File: src/rtl/DataTypes_pkg.sv
// Shared datapath types for the multicycle RV32I core.
// Load/store unit state codes and access-width encodings.
package DataTypes_pkg;

  typedef logic [1:0] lsu_state_t;

  localparam lsu_state_t S_IDLE   = 2'd0;
  localparam lsu_state_t S_ISSUE  = 2'd1;
  localparam lsu_state_t S_WAIT_R = 2'd2;
  localparam lsu_state_t S_DONE   = 2'd3;

  // {write, funct3}: loads and stores share funct3 values
  typedef enum logic [3:0] {
    MW_LB  = 4'b0000,
    MW_LH  = 4'b0001,
    MW_LW  = 4'b0010,
    MW_LBU = 4'b0100,
    MW_LHU = 4'b0101,
    MW_SB  = 4'b1000,
    MW_SH  = 4'b1001,
    MW_SW  = 4'b1010
  } mem_width_t;

endpackage

File: src/rtl/lsu_lane_align.sv
// Byte-lane steering for the load/store unit: store replication,
// byte enables, legality/alignment checks and load extension.
module lsu_lane_align
  import DataTypes_pkg::*;
(
  input  logic        i_write,
  input  logic [2:0]  i_funct3,
  input  logic [1:0]  i_off,
  input  logic [31:0] i_wdata,
  output logic [3:0]  o_be,
  output logic [31:0] o_wdata,
  output logic        o_ok,
  input  logic [2:0]  i_ld_funct3,
  input  logic [1:0]  i_ld_off,
  input  logic [31:0] i_rdata,
  output logic [31:0] o_ldata
);

  mem_width_t  w_kind;
  mem_width_t  w_ld_kind;
  logic        w_legal;
  logic        w_aligned;
  logic [7:0]  w_byte;
  logic [15:0] w_half;

  assign w_kind    = mem_width_t'({i_write, i_funct3});
  assign w_ld_kind = mem_width_t'({1'b0, i_ld_funct3});

  always_comb begin
    w_legal   = 1'b1;
    w_aligned = 1'b1;
    o_be      = 4'b0000;
    o_wdata   = i_wdata;
    unique case (w_kind)
      MW_LB, MW_LBU, MW_SB: begin
        o_be    = 4'b0001 << i_off;
        o_wdata = {4{i_wdata[7:0]}};
      end
      MW_LH, MW_LHU, MW_SH: begin
        w_aligned = ~i_off[0];
        o_be      = 4'b0011 << i_off;
        o_wdata   = {2{i_wdata[15:0]}};
      end
      MW_LW, MW_SW: begin
        w_aligned = (i_off == 2'b00);
        o_be      = 4'b1111;
      end
      default: w_legal = 1'b0;
    endcase
  end

  assign o_ok = w_legal & w_aligned;

  always_comb begin
    w_byte = i_rdata[7:0];
    unique case (i_ld_off)
      2'd0: w_byte = i_rdata[7:0];
      2'd1: w_byte = i_rdata[15:8];
      2'd2: w_byte = i_rdata[23:16];
      2'd3: w_byte = i_rdata[31:24];
    endcase
  end

  assign w_half = i_ld_off[1] ? i_rdata[31:16] : i_rdata[15:0];

  always_comb begin
    o_ldata = i_rdata;
    unique case (w_ld_kind)
      MW_LB:   o_ldata = {{24{w_byte[7]}}, w_byte};
      MW_LH:   o_ldata = {{16{w_half[15]}}, w_half};
      MW_LBU:  o_ldata = {24'd0, w_byte};
      MW_LHU:  o_ldata = {16'd0, w_half};
      default: o_ldata = i_rdata;
    endcase
  end

endmodule

File: src/rtl/load_store_unit.sv
// Data-memory access stage: request latch, grant/response handshake,
// watchdog and load result register for the multicycle RV32I core.
module load_store_unit
  import DataTypes_pkg::*;
#(
  parameter int unsigned TIMEOUT = 255
) (
  input  logic        clk,
  input  logic        rst,
  input  logic        req_valid,
  input  logic        req_write,
  input  logic [2:0]  req_funct3,
  input  logic [31:0] req_addr,
  input  logic [31:0] req_wdata,
  output logic        busy,
  output logic        done,
  output logic        fault,
  output logic [31:0] rdata,
  output logic        mem_req,
  output logic        mem_we,
  output logic [31:0] mem_addr,
  output logic [3:0]  mem_be,
  output logic [31:0] mem_wdata,
  input  logic        mem_gnt,
  input  logic        mem_rvalid,
  input  logic [31:0] mem_rdata
);

  // one spare bit: a grant at the limit still counts once in WAIT_R
  localparam logic [16:0] TO = 17'(TIMEOUT);

  lsu_state_t  r_state;
  logic [31:0] r_addr;
  logic [2:0]  r_f3;
  logic        r_write;
  logic [3:0]  r_be;
  logic [31:0] r_wdata;
  logic        r_fault;
  logic [31:0] r_rdata;
  logic [16:0] r_cnt;

  logic [3:0]  w_be;
  logic [31:0] w_wdata;
  logic        w_ok;
  logic [31:0] w_ldata;
  logic        w_tmo;

  lsu_lane_align u_align (
    .i_write     (req_write),
    .i_funct3    (req_funct3),
    .i_off       (req_addr[1:0]),
    .i_wdata     (req_wdata),
    .o_be        (w_be),
    .o_wdata     (w_wdata),
    .o_ok        (w_ok),
    .i_ld_funct3 (r_f3),
    .i_ld_off    (r_addr[1:0]),
    .i_rdata     (mem_rdata),
    .o_ldata     (w_ldata)
  );

  assign w_tmo = (r_cnt >= TO);

  always_ff @(posedge clk or negedge rst) begin
    if (!rst) begin
      r_state <= S_IDLE;
      r_addr  <= '0;
      r_f3    <= '0;
      r_write <= 1'b0;
      r_be    <= '0;
      r_wdata <= '0;
      r_fault <= 1'b0;
      r_rdata <= '0;
      r_cnt   <= '0;
    end else begin
      unique case (r_state)
        S_IDLE: begin
          if (req_valid) begin
            r_fault <= ~w_ok;
            r_cnt   <= '0;
            if (w_ok) begin
              r_addr  <= req_addr;
              r_f3    <= req_funct3;
              r_write <= req_write;
              r_be    <= w_be;
              r_wdata <= w_wdata;
              r_state <= S_ISSUE;
            end else begin
              r_state <= S_DONE;
            end
          end
        end
        S_ISSUE: begin
          r_cnt <= r_cnt + 17'd1;
          if (mem_gnt) begin
            r_state <= r_write ? S_DONE : S_WAIT_R;
          end else if (w_tmo) begin
            r_fault <= 1'b1;
            r_state <= S_DONE;
          end
        end
        S_WAIT_R: begin
          r_cnt <= r_cnt + 17'd1;
          if (mem_rvalid) begin
            r_rdata <= w_ldata;
            r_state <= S_DONE;
          end else if (w_tmo) begin
            r_fault <= 1'b1;
            r_state <= S_DONE;
          end
        end
        S_DONE: r_state <= S_IDLE;
      endcase
    end
  end

  assign busy      = (r_state != S_IDLE);
  assign done      = (r_state == S_DONE);
  assign fault     = done & r_fault;
  assign rdata     = r_rdata;
  assign mem_req   = (r_state == S_ISSUE);
  assign mem_we    = mem_req & r_write;
  assign mem_addr  = {r_addr[31:2], 2'b00};
  assign mem_be    = r_be;
  assign mem_wdata = r_wdata;

endmodule
File: config.mk
export PLATFORM = sky130hd
export DESIGN_NAME = load_store_unit
export DESIGN_NICKNAME = d
export VERILOG_FILES = /design/src/rtl/DataTypes_pkg.sv /design/src/rtl/lsu_lane_align.sv /design/src/rtl/load_store_unit.sv
export SDC_FILE = /design/constraint.sdc
export NUM_CORES = 1
export LEC_CHECK = 0
export CAP_MARGIN = 20
export CORE_ASPECT_RATIO = 1.1
export CORE_MARGIN = 5
export CORE_UTILIZATION = 42
export CTS_CLUSTER_DIAMETER = 80
export CTS_CLUSTER_SIZE = 8
export DETAILED_ROUTE_END_ITERATION = 8
export GPL_ROUTABILITY_DRIVEN = 1
export PLACE_DENSITY_LB_ADDON = 0.2
export SLEW_MARGIN = 25
export SYNTH_ARGS = -nofsm -noshare
export SYNTH_HDL_FRONTEND = slang
export SYNTH_SLANG_ARGS = --single-unit
File: constraint.sdc
create_clock -name clk -period 1.9 [get_ports clk]
set_input_delay 0.38 -clock clk [delete_from_list [all_inputs] [get_ports clk]]
set_output_delay 0.38 -clock clk [all_outputs]
set_load 0.02 [all_outputs]
Word level (Yosys, flattened, before mapping)
Cells that the tools add are included.
- bits in registers: 124
- bits in latches: 0
- bits in writable memories: 0
- ROM bits: 0
- bits of input ports: 105
- output and inout bits: 105
- logic and storage cells: 75
- memories kept: 0
- $add $sub $neg: 1
- $mul: 0
- div/mod/pow operators: 0
- magnitude comparators: 1
- equal/unequal tests: 19
- shift operators: 2
- mux-type cells: 21
- bitwise gates (word level): 5
- reductions and logical operators: 17
- operator list (operator ; number):
    case mux 32 bit (4 select lines) ; 1
    case mux 32 bit (2 select lines) ; 1
    case mux 17 bit (2 select lines) ; 1
    case mux 8 bit (4 select lines) ; 1
    adder 17 x 1 -> 17 bit (second input constant) ; 1
    >= comparator 17 x 8 -> 1 bit (second input constant) ; 1
    two-way mux 17 bit ; 1
    two-way mux 16 bit ; 1
    equality test 4 bit (second input constant) ; 3
    case mux 4 bit (3 select lines) ; 1
    two-way mux 2 bit ; 5
    equality test 2 bit (second input constant) ; 4
    equality test 4 x 3 -> 1 bit (second input constant) ; 2
    zero test 4 bit ; 2
    case mux 2 bit (4 select lines) ; 1
    OR reduction 8 bit ; 1
    equality test 3 bit (second input constant) ; 2
    zero test 2 bit ; 3
    two-way mux 1 bit ; 6
    inequality test 2 bit (second input constant) ; 3
    OR reduction 3 bit ; 2
    equality test 2 x 1 -> 1 bit (second input constant) ; 2
    equality test 4 x 1 -> 1 bit (second input constant) ; 1
    equality test 4 x 2 -> 1 bit (second input constant) ; 1
    13 further kinds ; 19

Longest topological paths before layout
Gate-level depths: netlist of run 1.
- depth after elaboration: 7
- mapped depth: 9
- mapped depth without buffers: 6

Modules after synthesis
From an unflattened synthesis of run 1, not the netlist that was laid out.
- cell total of the unflattened synthesis: 589
- area total of the unflattened synthesis: 6421.2 µm²
- by module, submodules not included (module ; instances ; cells an instance ; area an instance (µm²) ; seq. area each (µm²)):
    load_store_unit ; 1 ; 379 ; 5208.7 ; 3103.0
    lsu_lane_align ; 1 ; 210 ; 1212.4 ; 0.0

Worst setup path after synthesis of run 1
Ideal clock, no wire load.
- path kind: reg2reg
- from: register r_state[0]
- to: register r_cnt[14]
- setup time: 0.078 ns
- arrival: 2.063 ns
- required time: 1.822 ns
- setup slack: -0.242 ns
- cell stages (with the launch flop): 8
- buffers on the path: 1
- clock period less this slack: 2.142 ns
- cell sequence: dfrtp_1 -> inv_1 -> ha_1 -> clkbuf_2 -> mux2i_1 -> or4b_4 -> or4_1 -> a21oi_1
- longest elaborated chain between the ends: 4
- elaborated cells between the ends (all ways): 8
- those cells by class: 3 x eq/ne; 1 x mux; 4 x reduce/logical
- RTL lines (what ; line ; text):
    start: declaration ; load_store_unit.sv:32 ; lsu_state_t r_state;
    start signal: assignment ; load_store_unit.sv:96 ; r_state <= r_write ? S_DONE : S_WAIT_R;
    equality test 2 x 1 -> 1 bit or equality test 2 bit (tied branches) ; load_store_unit.sv:76 ; unique case (r_state)
    OR reduction 2 bit (no source line) ; -- ;
    nonzero test 2 bit (no source line) ; -- ;
    AND reduction 2 bit (no source line) ; -- ;
    end signal: assignment ; load_store_unit.sv:94 ; r_cnt <= r_cnt + 17'd1;
    end signal: assignment ; load_store_unit.sv:103 ; r_cnt <= r_cnt + 17'd1;
    end: declaration ; load_store_unit.sv:40 ; logic [16:0] r_cnt;
Parallel ways exist; a longest one is shown, timed or not.
A chain may end at the register's enable or synchronous reset.

Final worst setup path of run 1
- from: register r_state[1]
- to: register r_cnt[14]
Same word-level chain as after synthesis.

==> results.sh, run 1 <==
export IMPL_status="finished with violations"
export IMPL_failed_checks="setup timing"
export IMPL_boundaryPins=210
export IMPL_grtUsageTotal_pct=20.52
export IMPL_stdcell_count=1015
export IMPL_power_leakage_uw=0.003978
export IMPL_routed_wirelength_normalized_by_instance_count_um=17.53
export IMPL_antenna_diode_count=0
export IMPL_post_route_worst_setup_slack_ns=-0.05179
export IMPL_synth_ff_latch_count=124
export IMPL_final_nets=923
export IMPL_placementRows=46
export IMPL_vias_in_the_first_global_route=5666
export IMPL_period_minus_slack_ns=1.952
export IMPL_combPwrFrac_pct=48.5
export IMPL_synthArstFlopShare_pct=100.0
export IMPL_grt_max_degree=68
export IMPL_setup_violations_final=3
export IMPL_initialDrtViolationCount=407
export IMPL_timing_hold_ws_ns=0.4558
export IMPL_r2r_start="r_state[1]$_DFFE_PN0P_"
export IMPL_syn_inst=605
export IMPL_clk_transition_reported_paths_ns=0.06
export IMPL_global_route_wire_length_before_repair_mm=28.45
export IMPL_worst_path_largest_cell_delay_ns=0.52
export IMPL_syn_area_mm2=0.006173
export IMPL_ys_flop_type="sky130_fd_sc_hd__dfrtp_1"
export IMPL_switching_share_pct=36.54
export IMPL_drive_gt1_share_pct=20.05
export IMPL_crit_path_start_kind="flip-flop"
export IMPL_die_w_um=125.6
export IMPL_commonest_non_fill_non_tap_cells_in_the_layout="sky130_fd_sc_hd__clkdlybuf4s50_1, sky130_fd_sc_hd__dfrtp_1, sky130_fd_sc_hd__nand2_1"
export IMPL_worst_slew_pin_slew_ns=0.5192
export IMPL_fill_cells=1191
export IMPL_p_switching_uw=5461
export IMPL_route_antenna_remaining_nets=0
export IMPL_placed_cells_incl_taps=984
export IMPL_start_util_pct=42.73
export IMPL_critPathCaptureType="flip-flop"
export IMPL_seq_area_frac_synth_pct=50.26
export IMPL_worst_slew_margin_rel_pct=65.39
export IMPL_cts_buffers_inserted=17
export IMPL_clock_skew_final_ns=0.006760
export IMPL_internal_power_uw=9483
export IMPL_cts_root_buffer_cell="sky130_fd_sc_hd__clkbuf_16"
export IMPL_htree_num_levels=4
export IMPL_max_freq_ghz=0.5124
export IMPL_crit_required_ns=2.24
export IMPL_leading_cell_type_in_the_layout_fill_and_taps_excluded="sky130_fd_sc_hd__clkdlybuf4s50_1"
export IMPL_syn_area_per_cell_um2=10.20
export IMPL_dp_hpwl_mm=13.28
export IMPL_cts_tree="built"
export IMPL_drv_max_cap_violation_count=0
export IMPL_cts_buffer_depth=2
export IMPL_path_max_fanout=4
export IMPL_rrSetupSlack_ns=-0.05
export IMPL_fin_crit_sh_pct=102.7
export IMPL_vias_per_cell=5.274
export IMPL_netlist_cell_type_count=52
export IMPL_power_total_uw=14940
export IMPL_rr_worst_depth=6
export IMPL_critical_path_slowest_cell="sky130_fd_sc_hd__or4b_4"
export IMPL_cells_along_the_critical_path="inv_2, ha_4, mux2i_4, or4b_4, or4_1, a21oi_2"
export IMPL_ys_warnings=0
export IMPL_flow_area_growth_from_synthesis_pct=49.39
export IMPL_hold_viol_final=0
export IMPL_gp_congestion=0.8858
export IMPL_die_area_mm2=0.01723
export IMPL_synth_edff_count=0
export IMPL_core_box_area_mm2=0.01445
export IMPL_path_class="reg2reg"
export IMPL_grt_antenna_before_repair=0
export IMPL_final_setup_tns_ns=-0.1201
export IMPL_cellPowerDensity_mw_per_mm2=1620
export IMPL_timing_rr_end="r_cnt[14]$_DFFE_PN0P_"
export IMPL_finalWirelength_mm=17.80
export IMPL_drcViolationCount=0
export IMPL_number_of_optimization_iterations_in_the_first_detailed_route_pass=5
export IMPL_die_height_um=137.2
export IMPL_grt_overflow_total=0
export IMPL_critPathArrivalTime_ns=2.29
export IMPL_clock_insertion_delay_worst_skew_ns=0.41
export IMPL_p_clk_share_pct=21.2
export IMPL_final_max_slew_violation_count=0
export IMPL_power_frac_seq_pct=30.3
export IMPL_vias=5353
export IMPL_util_after_layout_pct=63.84
export IMPL_irDropWorstVdd_v=0.0008248
export IMPL_grt_setup_unrepaired="yes"
export IMPL_place_port_buffers=207
export IMPL_clock_sinks=124
export IMPL_min_path_type="in2async"
registers in the layout, summed over array words and instances (netlist names):
signal and count:
mem_be 4, r_state 2, rdata 32, mem_wdata 32
r_f3 3, r_write 1, r_addr 32, r_cnt 17
r_fault 1
through the flow:
step,instance area (um2),setup slack (ns)
6_report,9223,-0.05179
5_1_grt,9223,-0.1112
4_1_cts,9156,-0.09666
3_5_place_dp,8549,-0.2783
3_3_place_gp,8549,-0.2169
2_1_floorplan,6196,-0.1317
kinds of logic (layout without fill, tap and decap cells):
family                     Yosys count  after routing  synth area share (%)
buffers and inverters               78            295                 6.891
AOI/OAI and AO/OA                  111            111                 11.15
xor gates and xnor gates             6              6                0.8512
adders and majority gates            5              5                 1.013
muxes                               78             78                 13.88
other                                1              2               0.06074
and+or+nand+nor                    202            202                 15.89
DFF                                124            124                 50.26
worst max-delay path: cells and delay by family, from the launching register on:
family          cells  cell delay, ns
mux                 1            0.19
compound gates      1            0.13
flops               1            0.36
simple gates        2            0.97
fa+ha+maj           1            0.17
buf+inv             1            0.06
area by class of cell:
cell class                      count  area [um2]  share of cell area, %
Clock inverter                      9       122.6                  1.330
Timing Repair Buffer              258        2520                  27.32
Tap cell                          192       240.2                  2.605
Inverter                            8       30.03                 0.3256
Multi-Input combinational cell    404        2760                  29.93
Sequential cell                   124        3103                  33.65
Clock buffer                       20       446.7                  4.843
power groups by stage:
stage          clock network, uW  registers [uW]  logic, uW
2_1_floorplan                  0            5250       3390
5_1_grt                     3350            4690       7770
3_5_place_dp                   0            4560       7140
6_report                    3170            4520       7250
3_3_place_gp                   0            4490       7000
4_1_cts                     3240            4540       7220
synthesized netlist by cell type, drive strengths merged (2+ instances only):
cell / number / share of area, %
dfrtp: 124 / 50
nand2: 78 / 4.7
mux2: 51 / 9.3
buf: 44 / 4.8
o21ai: 44 / 3.6
nand3: 37 / 3.0
nor2: 28 / 1.7
a21oi: 27 / 2.2
clkbuf: 26 / 1.6
mux2i: 26 / 4.2
nor3: 13 / 1.1
nand2b: 11 / 1.1
a31oi: 10 / 1.0
nand3b: 10 / 1.2
inv: 8 / 0.49
o221a: 7 / 1.3
xnor2: 6 / 0.85
ha: 5 / 1.0
o31ai: 5 / 0.61
or4: 5 / 0.61
and2: 3 / 0.30
and4: 3 / 0.43
nor4: 3 / 0.30
a211oi: 2 / 0.24
a21o: 2 / 0.24
a221oi: 2 / 0.28
a41o: 2 / 0.32
nand4: 2 / 0.20
nor2b: 2 / 0.20
nor4b: 2 / 0.28
what timing repair did:
action / CTS / global route
resized for setup: 20 / 26
setup buffers: 0 / 1
setup endpoints to repair: 11 / 42
hold buffers: 1 / 0
cloned: 0 / 0
hold endpoints to repair: 27 / 0
metal layers:
metal | vias up | GRT usage, % | routed length [um]
li1 | 2535 | - | -
met1 | 2587 | 24.02 | 6971
met2 | 207 | 34.42 | 8965
met3 | 24 | 8.392 | 1535
met4 | 0 | 6.867 | 323
met5 | - | 0 | 0
how the worst max path moves through the flow:
| stage | startpoint | end | slack [ns] | depth (start not counted) |
|---|---|---|---|---|
| after floorplan | r_state[0]$_DFFE_PN0P_ | r_cnt[14]$_DFFE_PN0P_ | -0.13 | 7 |
| after global placement | req_valid | r_cnt[10]$_DFFE_PN0P_ | -0.22 | 5 |
| after detailed placement | req_valid | r_cnt[12]$_DFFE_PN0P_ | -0.28 | 5 |
| after CTS | r_state[1]$_DFFE_PN0P_ | r_cnt[12]$_DFFE_PN0P_ | -0.1 | 6 |
| after global routing | r_state[1]$_DFFE_PN0P_ | r_cnt[14]$_DFFE_PN0P_ | -0.11 | 6 |
| final | r_state[1]$_DFFE_PN0P_ | r_cnt[14]$_DFFE_PN0P_ | -0.05 | 6 |
Note: power is estimated with default switching activity, not from simulation.
==> inputs of run 2 (changes only) <==
--- a/config.mk
+++ b/config.mk
@@ -9,7 +9,7 @@
 export CORE_ASPECT_RATIO = 1.1
 export CORE_MARGIN = 5
 export CORE_UTILIZATION = 42
-export CTS_CLUSTER_DIAMETER = 80
+export CTS_CLUSTER_DIAMETER = 200
 export CTS_CLUSTER_SIZE = 8
 export DETAILED_ROUTE_END_ITERATION = 8
 export GPL_ROUTABILITY_DRIVEN = 1
==> results of run 2 <==
The final DEF is identical to that of run 1; final timing and power are the same.
